<file path="src/rtl/div_pkg.sv">
// Shared types and constants for the DIV/DIVU sequencer.
// Latency: n/a (declarations only).
// Backpressure: n/a.
package div_pkg;

  // Operand/result width; must match the iterative divider core.
  localparam int DATA_W = 32;

  // Quotient reported for a zero divisor.
  localparam logic [DATA_W-1:0] DIV0_QUOTIENT = '1;

  // Sequencer states.
  typedef enum logic [1:0] {
    IDLE  = 2'd0,
    START = 2'd1,
    WAIT  = 2'd2,
    DRAIN = 2'd3
  } div_state_t;

endpackage

</file>
<file path="src/rtl/div_sign_fix.sv">
// Conditional two's-complement negation of two operands.
// Latency: combinational.
// Backpressure: none.
module div_sign_fix #(
  parameter int W = 32
) (
  input  logic [W-1:0] a,
  input  logic         neg_a,
  input  logic [W-1:0] b,
  input  logic         neg_b,
  output logic [W-1:0] a_fix,
  output logic [W-1:0] b_fix
);

  // W-bit negation wraps, so the most negative value maps onto itself.
  assign a_fix = neg_a ? -a : a;
  assign b_fix = neg_b ? -b : b;

endmodule

</file>
<file path="src/rtl/div_ctrl.sv">
// EX-stage DIV/DIVU sequencer around an unsigned iterative divider core.
// Latency: result registered one cycle after core_done (one cycle after issue on a cache hit).
// Backpressure: stall held from issue through core_done; dropped at once on flush.
// Optional: DIV_RESULT_CACHE_EN keeps the last completed op and answers repeats without the core.
module div_ctrl
  import div_pkg::*;
#(
  parameter int DATA_W = div_pkg::DATA_W
) (
  input  logic              clk,
  input  logic              rst,
  input  logic              op_valid,
  input  logic              op_signed,
  input  logic [DATA_W-1:0] op_a,
  input  logic [DATA_W-1:0] op_b,
  input  logic              flush,
  output logic              stall,
  output logic              res_valid,
  output logic [DATA_W-1:0] hi,
  output logic [DATA_W-1:0] lo,
  output logic              div0,
  output logic              core_en,
  output logic [DATA_W-1:0] core_a,
  output logic [DATA_W-1:0] core_b,
  input  logic [DATA_W-1:0] core_q,
  input  logic [DATA_W-1:0] core_r,
  input  logic              core_div0,
  input  logic              core_done
);

  div_state_t state;

  // Operand signs of the op in flight.
  logic sa;
  logic sb;

  // New op accepted this cycle (only meaningful in IDLE).
  logic issue;
  logic in_sa;
  logic in_sb;
  logic [DATA_W-1:0] in_a_mag;
  logic [DATA_W-1:0] in_b_mag;

  // Sign-corrected core results.
  logic [DATA_W-1:0] rem_src;
  logic [DATA_W-1:0] q_fix;
  logic [DATA_W-1:0] r_fix;

  // Cache lookup result; constant miss when the cache is not built.
  logic              cache_hit;
  logic [DATA_W-1:0] cache_hi;
  logic [DATA_W-1:0] cache_lo;
  logic              cache_div0;

  assign issue = op_valid & ~flush;
  assign in_sa = op_signed & op_a[DATA_W-1];
  assign in_sb = op_signed & op_b[DATA_W-1];

  // Magnitudes handed to the unsigned core.
  div_sign_fix #(.W(DATA_W)) u_pre_fix (
    .a     (op_a),
    .neg_a (in_sa),
    .b     (op_b),
    .neg_b (in_sb),
    .a_fix (in_a_mag),
    .b_fix (in_b_mag)
  );

  // On divide-by-zero the remainder is the original dividend, recovered from |dividend|.
  assign rem_src = core_div0 ? core_a : core_r;

  // Quotient negative when signs differ; remainder takes the dividend's sign.
  div_sign_fix #(.W(DATA_W)) u_post_fix (
    .a     (core_q),
    .neg_a (sa ^ sb),
    .b     (rem_src),
    .neg_b (sa),
    .a_fix (q_fix),
    .b_fix (r_fix)
  );

`ifdef DIV_RESULT_CACHE_EN
  logic              c_vld;
  logic              c_sgn;
  logic [DATA_W-1:0] c_a;
  logic [DATA_W-1:0] c_b;
  logic [DATA_W-1:0] c_hi;
  logic [DATA_W-1:0] c_lo;
  logic              c_div0;
  logic              op_sgn_q;
  logic [DATA_W-1:0] op_a_q;
  logic [DATA_W-1:0] op_b_q;

  assign cache_hit  = c_vld & (c_sgn == op_signed) & (c_a == op_a) & (c_b == op_b);
  assign cache_hi   = c_hi;
  assign cache_lo   = c_lo;
  assign cache_div0 = c_div0;

  // Remember the raw operands of the op in flight and the last completed op's result.
  always_ff @(posedge clk or posedge rst) begin
    if (rst) begin
      c_vld    <= 1'b0;
      c_sgn    <= 1'b0;
      c_a      <= '0;
      c_b      <= '0;
      c_hi     <= '0;
      c_lo     <= '0;
      c_div0   <= 1'b0;
      op_sgn_q <= 1'b0;
      op_a_q   <= '0;
      op_b_q   <= '0;
    end else begin
      if (state == IDLE && issue && !cache_hit) begin
        op_sgn_q <= op_signed;
        op_a_q   <= op_a;
        op_b_q   <= op_b;
      end
      if (state == WAIT && core_done && !flush) begin
        c_vld  <= 1'b1;
        c_sgn  <= op_sgn_q;
        c_a    <= op_a_q;
        c_b    <= op_b_q;
        c_hi   <= r_fix;
        c_lo   <= core_div0 ? DIV0_QUOTIENT : q_fix;
        c_div0 <= core_div0;
      end
    end
  end
`else
  assign cache_hit  = 1'b0;
  assign cache_hi   = '0;
  assign cache_lo   = '0;
  assign cache_div0 = 1'b0;
`endif

  // Hold EX while an op is issuing or in the core; a flush releases it immediately.
  // In DRAIN a newly presented op is held until the stale core result has been discarded.
  always_comb begin
    stall = 1'b0;
    case (state)
      IDLE, DRAIN: stall = op_valid & ~flush;
      START, WAIT: stall = ~flush;
      default:     stall = 1'b0;
    endcase
  end

  // Sequencer: issue, start pulse, wait for core, sign-fix result; drain flushed ops.
  always_ff @(posedge clk or posedge rst) begin
    if (rst) begin
      state     <= IDLE;
      sa        <= 1'b0;
      sb        <= 1'b0;
      core_en   <= 1'b0;
      core_a    <= '0;
      core_b    <= '0;
      res_valid <= 1'b0;
      div0      <= 1'b0;
      hi        <= '0;
      lo        <= '0;
    end else begin
      core_en   <= 1'b0;
      res_valid <= 1'b0;
      div0      <= 1'b0;
      case (state)
        IDLE: begin
          if (issue) begin
            if (cache_hit) begin
              res_valid <= 1'b1;
              hi        <= cache_hi;
              lo        <= cache_lo;
              div0      <= cache_div0;
            end else begin
              sa      <= in_sa;
              sb      <= in_sb;
              core_a  <= in_a_mag;
              core_b  <= in_b_mag;
              core_en <= 1'b1;
              state   <= START;
            end
          end
        end
        START: begin
          // The start pulse is already on the wire; a flush here only redirects to DRAIN.
          state <= flush ? DRAIN : WAIT;
        end
        WAIT: begin
          if (flush) begin
            state <= core_done ? IDLE : DRAIN;
          end else if (core_done) begin
            hi        <= r_fix;
            lo        <= core_div0 ? DIV0_QUOTIENT : q_fix;
            div0      <= core_div0;
            res_valid <= 1'b1;
            state     <= IDLE;
          end
        end
        DRAIN: begin
          if (core_done) state <= IDLE;
        end
        default: state <= IDLE;
      endcase
    end
  end

endmodule
</file>
<file path="config.mk">
export PLATFORM = sky130hd
export DESIGN_NAME = div_ctrl
export DESIGN_NICKNAME = d
export VERILOG_FILES = /design/src/rtl/div_pkg.sv /design/src/rtl/div_sign_fix.sv /design/src/rtl/div_ctrl.sv
export SDC_FILE = /design/constraint.sdc
export NUM_CORES = 1
export LEC_CHECK = 0
export CAP_MARGIN = 0
export CORE_MARGIN = 1.5
export CORE_UTILIZATION = 43
export CTS_CLUSTER_DIAMETER = 60
export DETAILED_ROUTE_END_ITERATION = 7
export PLACE_DENSITY = 0.78
export SLEW_MARGIN = 20
export SYNTH_ARGS = -nofsm -noshare
export SYNTH_HDL_FRONTEND = slang
export SYNTH_SLANG_ARGS = --single-unit
</file>
<file path="constraint.sdc">
create_clock -name clk -period 4.25 [get_ports clk]
set_input_delay 0.6375 -clock clk [delete_from_list [all_inputs] [get_ports clk]]
set_output_delay 0.6375 -clock clk [all_outputs]
set_load 0.005 [all_outputs]
</file>
==> flow_summary.json <==
{
  "path_cells": "clkdlybuf4s50_1 > mux2i_1 > ha_1 > nor4bb_1 > o22ai_1 > or4_1 > or4b_1 > nand3_1",
  "cts_buffers": 17,
  "ys.flop_type": "dfrtp_1",
  "synth-simple-area-share_pct": 21.9,
  "syn-num-nets": 1143,
  "start_util_pct": 44.0,
  "ys_seq_area_share_pct": 39.3,
  "vias_per_cell": 5.65,
  "port_buffers": 266,
  "slew_headroom_pct": 33.4,
  "netlist_area_um2": 8590,
  "final-hold-violation-count": 0,
  "p_leak_nw": 4.75,
  "critPathCaptureType": "flop",
  "vdd_drop_max_uv": 320,
  "cp_slowest_cell": "or4_1",
  "mostFrequentLayoutCell": "clkdlybuf4s50_1",
  "cts_buffer_depth": 2,
  "mostFrequentLayoutCells": "clkdlybuf4s50_1, dfrtp_1, nand2_1",
  "post_cts_resized": 0,
  "wl_per_cell_um": 17.9,
  "fin_ws_ps": 1020,
  "grt_overflow": 0,
  "wirelength_um": 27100,
  "reg2reg_slack_ps": 1190,
  "cp_max_fo": 8,
  "clk_pin_slew_ps": 60,
  "fin_crit_sh_pct": 76.0,
  "p_per_area_nw_per_um2": 601,
  "final_core_util_pct": 61.8,
  "tightest_slew_ps": 999,
  "cts_tree": "done",
  "num-fill-cells": 1766,
  "grt_pass1_wl_um": 42000,
  "synth-adder-area-share_pct": 1.31,
  "grt_antenna_before_repair": 0,
  "yosys_warnings": 0,
  "postPlaceCellArea_um2": 11400,
  "row_count": 51,
  "finalSetupTns_ps": 0,
  "startpoint": "core_r[1]",
  "syn_area_per_cell_um2": 8.60,
  "synth_top_family_by_area": "simple AND/OR/NAND/NOR gates",
  "cp_top_family": "simple AND/OR/NAND/NOR gates",
  "final_max_slew_viol_count": 0,
  "cp.depth": 8,
  "die_area_um2": 20800,
  "synth_seq_cells": 135,
  "muxShareOfSynthArea_pct": 4.12,
  "synth_compound_gate_area_share_pct": 19.1,
  "nets": 1381,
  "clockRootBuffer": "clkbuf_16",
  "fmax_mhz": 309,
  "routabilityCongestion": 0.881,
  "critPathArrivalTime_ps": 3580,
  "endpoint": "hi[24]",
  "clock_latency_ps": 420,
  "ant_nets": 0,
  "worst-path-buf-inv": 1,
  "synthXorXnorAreaFrac_pct": 10.3,
  "status": "finished, final reports clean",
  "stdcell_count": 1514,
  "swShare_pct": 35.0,
  "crit_required_ps": 4600,
  "fin_skew_ps": 12.8,
  "core_um2": 19500,
  "hold_ws_ps": 478,
  "pwr-share-comb_pct": 44.7,
  "finalSetupViolCount": 0,
  "grt_pass1_vias": 7998,
  "clockPowerShare_pct": 22.4,
  "max_stage_delay_ps": 690,
  "reg2reg_to": "hi[24]",
  "totalPowerFinal_mw": 7.25,
  "ios": 267,
  "area_growth_pct": 40.5,
  "fin_area_um2": 12100,
  "htree_levels": 4,
  "postCtsSetupRepairBufs": 0,
  "dp_slack_ps": 661,
  "seq_power_share_pct": 32.9,
  "criticalPathCategory": "primary input to flop",
  "drt_iter0_drc": 625,
  "cts_sinks": 135,
  "n_antenna_cell": 0,
  "p_sw_mw": 2.54,
  "fp.dieH_um": 144,
  "rr_worst_depth": 7,
  "drc": 0,
  "dr.pass1.iters": 7,
  "dp_hpwl_um": 20400,
  "startpoint_type": "primary input",
  "drive_gt1_share_pct": 4.88,
  "internal-power_mw": 4.71,
  "fin_crit_ps": 3230,
  "rsz0062_at_grt": "false",
  "grt_use_total_pct": 26.1,
  "max_cap_violations": 0,
  "die_w_um": 144,
  "hold_class": "flop to flop",
  "postSynth.asyncResetShare_pct": 100,
  "grt_max_degree": 123,
  "synth.distinct_cells": 62,
  "dpl.cell_count": 1483,
  "dr_total_vias": 8557,
  "synthesis.instances": 999,
  "regToRegStartpoint": "core_a[1]",
  "synth_edf_count": 0,
  "ctsHoldBuffers": 0
}
worst min path at each step:
stage | from | end | cells after the start
5_1_grt | core_b[27] | core_b[27] | 2
2_1_floorplan | hi[5] | hi[5] | 2
3_3_place_gp | core_b[31] | core_b[31] | 1
6_report | hi[14] | hi[14] | 2
4_1_cts | hi[14] | hi[14] | 2
3_5_place_dp | core_b[31] | core_b[31] | 1
state kept, by name (all words and copies together) (netlist names):
signal	cells
sb	1
core_en	1
state	2
core_b	32
res_valid	1
core_a	32
sa	1
lo	32
hi	32
div0	1
cell type report:
type,instances,area (µm²),area share (%)
clock buffer,22,464,3.85
clock inverter,9,173,1.43
inverter,22,87.6,0.726
multi-input combinational,781,4870,40.4
sequential,135,3380,28.0
tap,265,332,2.75
timing repair buffer,280,2760,22.9
cell families after synthesis:
logic type | after synthesis
and+or+nand+nor | 367
AOI/OAI and AO/OA | 269
DFF | 135
xor gates and xnor gates | 101
buffers and inverters | 83
muxes | 35
adders and majority gates | 9
cell usage after synthesis, types with 4 or more instances:
master     instances  area (µm²)
a21oi_1           52         260
a22oi_1            9        67.6
a31oi_1           33         206
a41oi_1            6        52.6
and2_1             6        37.5
and3_1             4        25.0
buf_1              8        30.0
buf_2              6        30.0
clkbuf_1          44         165
dfrtp_1          135        3380
ha_1               9         113
inv_1             22        82.6
mux2i_1           32         320
nand2_1          101         379
nand2b_1           4        25.0
nand3_1           25         125
nand4_1            6        37.5
nor2_1            87         327
nor3_1            36         180
nor3b_1           13        97.6
nor4_1            21         131
nor4b_1            6        52.6
o2111ai_1          5        43.8
o21ai_0           83         415
o21ai_1           19        95.1
o22ai_1            8        50.1
o31ai_1           21         158
o41ai_1           14         123
or2_2              4        25.0
or3_1             15        93.8
or4_1             16         120
xnor2_1           58         508
xor2_1            43         377
routing by layer:
metal	part of all wire [%]	vias up	global-route usage, %
li1	-	4123	-
met1	41	4022	32.9
met2	47	360	42.5
met3	8.8	52	7.62
met4	3.0	0	9.41
met5	0	-	0
power groups by stage:
stage          Sequential, mW  Clock (mW)  Combinational [mW]
3_5_place_dp             2.40           0                3.24
6_report                 2.39        1.62                3.24
3_3_place_gp             2.37           0                3.18
4_1_cts                  2.38        1.64                3.26
2_1_floorplan            2.31           0                1.51
5_1_grt                  2.47        1.71                3.58
worst reg2reg max path, stage by stage, from the launching register on:
cell and delay [ps]:
dfrtp_1 440, mux2i_1 240, ha_1 240, nor4bb_1 480
o22ai_1 270, or4_1 690, or4b_1 550, nand3_1 90
Note: power is estimated with default switching activity, not from simulation.
